<file path="config.mk">
export PLATFORM = sky130hd
export DESIGN_NAME = add_pipe_flat
export DESIGN_NICKNAME = d
export VERILOG_FILES = /design/src/rtl/add_pipe_if.sv /design/src/rtl/add_pipe.sv /design/src/flat_wrapper.sv
export SDC_FILE = /design/constraint.sdc
export NUM_CORES = 1
export LEC_CHECK = 0
export ABC_AREA = 1
export BUFFER_PORTS_ARGS = -buffer_cell sky130_fd_sc_hd__buf_2
export CORE_ASPECT_RATIO = 1.4
export CORE_MARGIN = 1
export CORE_UTILIZATION = 35
export CTS_BUF_LIST = sky130_fd_sc_hd__clkbuf_16
export DETAILED_ROUTE_END_ITERATION = 10
export GPL_ROUTABILITY_DRIVEN = 0
export SETUP_SLACK_MARGIN = 0.2
export SLEW_MARGIN = 30
export SYNTH_ARGS = -nofsm -noshare
export SYNTH_HDL_FRONTEND = slang
export SYNTH_SLANG_ARGS = --single-unit
</file>
<file path="constraint.sdc">
create_clock -name clk -period 2.3 [get_ports clk]
set_input_delay 0.23 -clock clk [delete_from_list [all_inputs] [get_ports clk]]
set_output_delay 0.23 -clock clk [all_outputs]
set_load 0.03 [all_outputs]
</file>
<file path="src/rtl/add_pipe_if.sv">
// Operand request and result channels of add_pipe.
// Both channels are valid/ready: a transfer happens on a rising edge where valid and ready are both high,
// and a producer that raises valid keeps its payload stable until that edge.
interface add_pipe_if #(
    parameter int WIDTH = 32
);
    logic             in_valid;
    logic             in_ready;
    logic [WIDTH-1:0] a;
    logic [WIDTH-1:0] b;
    logic             cin;
    logic             sub;
    logic             out_valid;
    logic             out_ready;
    logic [WIDTH-1:0] s;
    logic             cout;
    logic             ovf;

    modport master (
        output in_valid, a, b, cin, sub, out_ready,
        input  in_ready, out_valid, s, cout, ovf
    );

    modport slave (
        input  in_valid, a, b, cin, sub, out_ready,
        output in_ready, out_valid, s, cout, ovf
    );
endinterface

</file>
<file path="src/rtl/add_pipe.sv">
// Pipelined adder/subtractor: the carry chain is cut into STAGES registered CHUNK-bit segments,
// with operand skew and result deskew shift registers, and a single global stall enable.
module add_pipe #(
    parameter int WIDTH  = 32,
    parameter int STAGES = 4
) (
    input logic       clk,
    input logic       rst_n,
    add_pipe_if.slave bus
);
    localparam int CHUNK = (STAGES >= 1 && WIDTH >= STAGES) ? WIDTH / STAGES : 1;

    if (STAGES < 1 || WIDTH < 1 || (WIDTH % STAGES) != 0) begin : g_bad_cfg
        $error("add_pipe: STAGES must be >= 1 and divide WIDTH");
    end

    logic              adv;
    logic [WIDTH-1:0]  b_eff;
    logic              c0;
    logic [STAGES-1:0] vld_q;
    logic [STAGES-1:0] carry;
    logic [WIDTH-1:0]  s_all;
    logic              ovf_w;

    // Whole pipe moves together: it advances whenever the output slot is empty or being drained.
    assign adv           = !vld_q[STAGES-1] || bus.out_ready;
    assign bus.in_ready  = adv;
    assign bus.out_valid = vld_q[STAGES-1];
    assign bus.s         = s_all;
    assign bus.cout      = carry[STAGES-1];
    assign bus.ovf       = ovf_w;

    assign b_eff = bus.sub ? ~bus.b : bus.b;
    assign c0    = bus.sub ? 1'b1 : bus.cin;

    always_ff @(posedge clk or negedge rst_n) begin
        if (!rst_n) begin
            vld_q <= '0;
        end else if (adv) begin
            vld_q[0] <= bus.in_valid;
            for (int i = 1; i < STAGES; i++) vld_q[i] <= vld_q[i-1];
        end
    end

    for (genvar j = 0; j < STAGES; j++) begin : g_chunk
        localparam int DEPTH = STAGES - j;

        logic [CHUNK-1:0] op_a;
        logic [CHUNK-1:0] op_b;
        logic             c_in;
        logic [CHUNK:0]   part;
        logic             c_q;
        logic [CHUNK-1:0] res_q [DEPTH];

        if (j == 0) begin : g_first
            assign op_a = bus.a[CHUNK-1:0];
            assign op_b = b_eff[CHUNK-1:0];
            assign c_in = c0;
        end else begin : g_skew
            // Chunk j waits j cycles so it meets the carry rippling up from chunk j-1.
            logic [CHUNK-1:0] a_sk [j];
            logic [CHUNK-1:0] b_sk [j];

            always_ff @(posedge clk or negedge rst_n) begin
                if (!rst_n) begin
                    for (int i = 0; i < j; i++) begin
                        a_sk[i] <= '0;
                        b_sk[i] <= '0;
                    end
                end else if (adv) begin
                    a_sk[0] <= bus.a[j*CHUNK +: CHUNK];
                    b_sk[0] <= b_eff[j*CHUNK +: CHUNK];
                    for (int i = 1; i < j; i++) begin
                        a_sk[i] <= a_sk[i-1];
                        b_sk[i] <= b_sk[i-1];
                    end
                end
            end

            assign op_a = a_sk[j-1];
            assign op_b = b_sk[j-1];
            assign c_in = carry[j-1];
        end

        assign part = {1'b0, op_a} + {1'b0, op_b} + {{CHUNK{1'b0}}, c_in};

        always_ff @(posedge clk or negedge rst_n) begin
            if (!rst_n) begin
                c_q <= 1'b0;
                for (int i = 0; i < DEPTH; i++) res_q[i] <= '0;
            end else if (adv) begin
                c_q      <= part[CHUNK];
                res_q[0] <= part[CHUNK-1:0];
                for (int i = 1; i < DEPTH; i++) res_q[i] <= res_q[i-1];
            end
        end

        assign carry[j]                 = c_q;
        assign s_all[j*CHUNK +: CHUNK] = res_q[DEPTH-1];

        if (j == STAGES - 1) begin : g_ovf
            logic ovf_q;

            always_ff @(posedge clk or negedge rst_n) begin
                if (!rst_n) begin
                    ovf_q <= 1'b0;
                end else if (adv) begin
                    ovf_q <= (op_a[CHUNK-1] == op_b[CHUNK-1]) && (part[CHUNK-1] != op_a[CHUNK-1]);
                end
            end

            assign ovf_w = ovf_q;
        end
    end
endmodule
</file>
<file path="src/flat_wrapper.sv">
// flat-port wrapper written by rule: the top's interface ports become plain ports
module add_pipe_flat 
#(
    parameter int WIDTH  = 32,
    parameter int STAGES = 4
)
  (clk, rst_n, bus_in_valid, bus_a, bus_b, bus_cin, bus_sub, bus_out_ready, bus_in_ready, bus_out_valid, bus_s, bus_cout, bus_ovf);
  add_pipe_if #(.WIDTH(WIDTH)) bus_i ();
  input logic clk;
  input logic rst_n;
  input wire logic [$bits(bus_i.in_valid)-1:0] bus_in_valid;
  input wire logic [$bits(bus_i.a)-1:0] bus_a;
  input wire logic [$bits(bus_i.b)-1:0] bus_b;
  input wire logic [$bits(bus_i.cin)-1:0] bus_cin;
  input wire logic [$bits(bus_i.sub)-1:0] bus_sub;
  input wire logic [$bits(bus_i.out_ready)-1:0] bus_out_ready;
  output wire logic [$bits(bus_i.in_ready)-1:0] bus_in_ready;
  output wire logic [$bits(bus_i.out_valid)-1:0] bus_out_valid;
  output wire logic [$bits(bus_i.s)-1:0] bus_s;
  output wire logic [$bits(bus_i.cout)-1:0] bus_cout;
  output wire logic [$bits(bus_i.ovf)-1:0] bus_ovf;
  assign bus_i.in_valid = bus_in_valid;
  assign bus_i.a = bus_a;
  assign bus_i.b = bus_b;
  assign bus_i.cin = bus_cin;
  assign bus_i.sub = bus_sub;
  assign bus_i.out_ready = bus_out_ready;
  assign bus_in_ready = bus_i.in_ready;
  assign bus_out_valid = bus_i.out_valid;
  assign bus_s = bus_i.s;
  assign bus_cout = bus_i.cout;
  assign bus_ovf = bus_i.ovf;
  add_pipe #(.WIDTH(WIDTH), .STAGES(STAGES)) u_core (.clk(clk), .rst_n(rst_n), .bus(bus_i));
endmodule
</file>
==> results.ini <==
[run_status]
status=completed

[worst_setup_path]
crit_arrival_ns=1.61
cpPeakStageDelay_ns=0.39
startpoint_type=flop
crit_chain=inv_1 > nor2_4 > inv_6 > buf_2
slowest_stage=dfrtp_1
r2r_cells=7
timing.rr.end=u_core.g_chunk[3].res_q[4]
worstReg2RegStart=u_core.g_chunk[3].op_b[0]
r2r_slack_ns=0.48
required_ns=2.07
crit_family=buffers and inverters
worstPathMaxFanout=53
end_kind=output port
crit_type=flop to output port
path_buf_inv=3

[pwr]
power_mw=13.8
p_leak_nw=5.30
peakVddDrop_uv=840
powerDensity_nw_per_um2=1350

[timing]
finalWorstSetupSlack_ns=0.459
skew_ns=0.0118
fin_crit_sh_pct=80.0
finalSetupViolations=0
hold_violations=0
rsz0062_at_grt=false
hold_slack_ns=0.0176
drv_slew=0
min_period_ns=1.84
worstMarginPinSlew_ns=0.568
achievable-frequency_ghz=0.543
timing.slew.headroom_pct=62.1
setup_tns_ns=0

[floorplan]
dieWidth_microns=137
start_util_pct=35.8
core_sq_um=24800
io_pins=106
dieArea_sq_um=26000
fp-row-count=68
die_y_microns=190

[clock_network]
cts.clk_slew.worst_paths_ns=0.07
cts_max_path_buffers=2
worstSkewPairLatency_ns=0.44
root_buffer=clkbuf_16
cts_tree=done
cts.sinks=185
numCtsBuffers=17
htreeDepth=4

[detailed_routing]
vias=6444
drc_errors=0
drt_iter0_markers=262
drt-total-wl_microns=18100
vias_per_cell=4.49
first_pass_iters=4
wl_per_cell_microns=12.6
ant_nets=0

[synthesis]
avgSynthCellArea_sq_um=8.73
synthCells=1016
ys_ff_latch=185
synth.cell_area_sq_um=8870
seq_area_frac_synth_pct=52.2
synth.net_count=1122
yosysWarnings=0
yosysUniqueCellTypes=23

[worst_hold_path]
hp-class=input pin to flop
holdPathEnd=u_core.g_chunk[1].g_skew.a_sk[4]
hp-start=bus_a[12]
holdPathStages=3

[cells_and_area]
syn_to_final_growth_pct=15.2
multi_input_area_sq_um=3370
fillers=2466
final_nets=1213
drive_above_1_share_pct=14.8
final_util_pct=41.2
final-seq-area_sq_um=4630

[grt]
antenna_found_initial=1
gr-usage-all-layers_pct=15.0
grt_pass1_vias=6384
grt_overflow=0
grt_max_degree=75
grt_pass1_wl_microns=30300

[placed_design]
pre_cts_ws_ns=0.429
port-buffer-count=105
post-dp-hpwl_microns=12400

[job]
max_cap_viol_count=0

## area by class of cell
type,count,area share (%)
diodes,1,0.0245
clock buffers,17,4.17
clock inverters,14,1.20
inverters,99,3.69
multi-input cells,664,33.0
flip-flops and latches,185,45.3
well taps,315,3.86
repair buffers,140,8.74
## cells in the mapped netlist
cell type / number / area share [%]
buf_2: 8 / 0.45
xnor2_1: 29 / 2.9
nand4_1: 5 / 0.35
inv_1: 98 / 4.1
clkbuf_1: 9 / 0.38
o21ai_2: 9 / 0.89
buf_4: 40 / 3.4
nand3_1: 38 / 2.1
o21ai_1: 1 / 0.056
ha_1: 28 / 4.0
a21oi_1: 19 / 1.1
a211oi_1: 4 / 0.34
dfrtp_1: 185 / 52
nand2_1: 389 / 16
inv_4: 1 / 0.071
o21ai_0: 106 / 6.0
buf_6: 11 / 1.4
or2_2: 2 / 0.14
xor2_1: 8 / 0.79
o22ai_2: 3 / 0.42
nor2_1: 14 / 0.59
fa_1: 8 / 1.8
nor2_2: 1 / 0.071
## kinds of logic (layout without fill, tap and decap cells)
kind of cell	count (synthesis)	in the layout	share of synthesized area, %
AND/OR/NAND/NOR	449	449	19.8
AO/OA/AOI/OAI	142	142	8.76
buffers and inverters	167	270	9.84
adder cells (fa/ha/maj)	36	36	5.76
XOR/XNOR	37	37	3.66
flip-flops	185	185	52.2
other	0	1	0
## metrics by stage
stage | cells | area, sq um
after CTS | 1434 | 10200
after detailed placement | 1385 | 9480
after global routing | 1434 | 10200
after global placement | 1385 | 9480
after floorplan | 1016 | 8870
final | 1435 | 10200
## worst max-delay path by stage
| stage | from | end | slack [ns] | cells past startpoint |
|---|---|---|---|---|
| after global placement | bus_sub | u_core.g_chunk[0].res_q[28] | 0.43 | 10 |
| after CTS | u_core.vld_q[3] | bus_in_ready | 0.27 | 4 |
| after floorplan | bus_sub | u_core.g_chunk[0].res_q[28] | 0.33 | 11 |
| after global routing | u_core.vld_q[3] | bus_in_ready | 0.34 | 4 |
| final | u_core.vld_q[3] | bus_in_ready | 0.46 | 4 |
| after detailed placement | bus_sub | u_core.g_chunk[0].res_q[28] | 0.43 | 10 |
## sequential cells by signal, indices dropped and copies added (netlist names)
name                        flops
u_core.bus.s                   24
u_core.bus.cout                 1
u_core.vld_q                    4
u_core.g_chunk.op_b            16
u_core.g_chunk.op_a            16
u_core.g_chunk.g_skew.b_sk     32
u_core.g_chunk.c_q              3
u_core.bus.ovf                  1
u_core.g_chunk.g_skew.a_sk     32
u_core.g_chunk.res_q           56
## timing repair
action / in CTS / in global routing
endpoints found under the setup margin: 0 / 1
hold buffers: 18 / 0
hold endpoints to repair: 79 / 0
setup buffers: 0 / 0
gates resized for setup: 0 / 1
## worst reg2reg max path, delay by kind of cell (launching register included)
family                   cells  cell delay [ns]
AO/OA/AOI/OAI                1             0.14
adder cells (fa/ha/maj)      2             0.93
flip-flops                   1             0.40
AND/OR/NAND/NOR              4             0.28
## per-layer routing
layer / global-route usage (%) / part of all wire [%] / vias to the layer above
li1: - / - / 3330
met1: 17.7 / 43 / 3007
met2: 26.5 / 52 / 82
met3: 2.90 / 3.2 / 25
met4: 6.11 / 2.1 / 0
met5: 0 / 0 / -
## where the power goes
group / switching, mW / total [mW] / internal (mW)
sequential: 0.764 / 5.47 / 4.70
clock: 1.30 / 2.80 / 1.49
combinational: 3.54 / 5.51 / 1.97
total: 5.61 / 13.8 / 8.17
## placed cells by master, fill, tap and decap left out, types with 3 or more instances in the layout
cell type / synthesis / final
nand2_1: 389 / 389
dfrtp_1: 185 / 185
o21ai_0: 106 / 106
buf_2: 8 / 104
inv_1: 98 / 98
nand3_1: 38 / 38
xnor2_1: 29 / 29
ha_1: 28 / 28
a21oi_1: 19 / 19
dlygate4sd3_1: 0 / 18
clkbuf_16: 0 / 17
nor2_1: 14 / 14
buf_4: 40 / 13
o21ai_2: 9 / 9
xor2_1: 8 / 8
fa_1: 8 / 8
inv_6: 0 / 6
nand4_1: 5 / 5
a211oi_1: 4 / 4
buf_12: 0 / 4
o22ai_2: 3 / 3
clkinv_1: 0 / 3
Note: power is estimated with default switching activity, not from simulation.
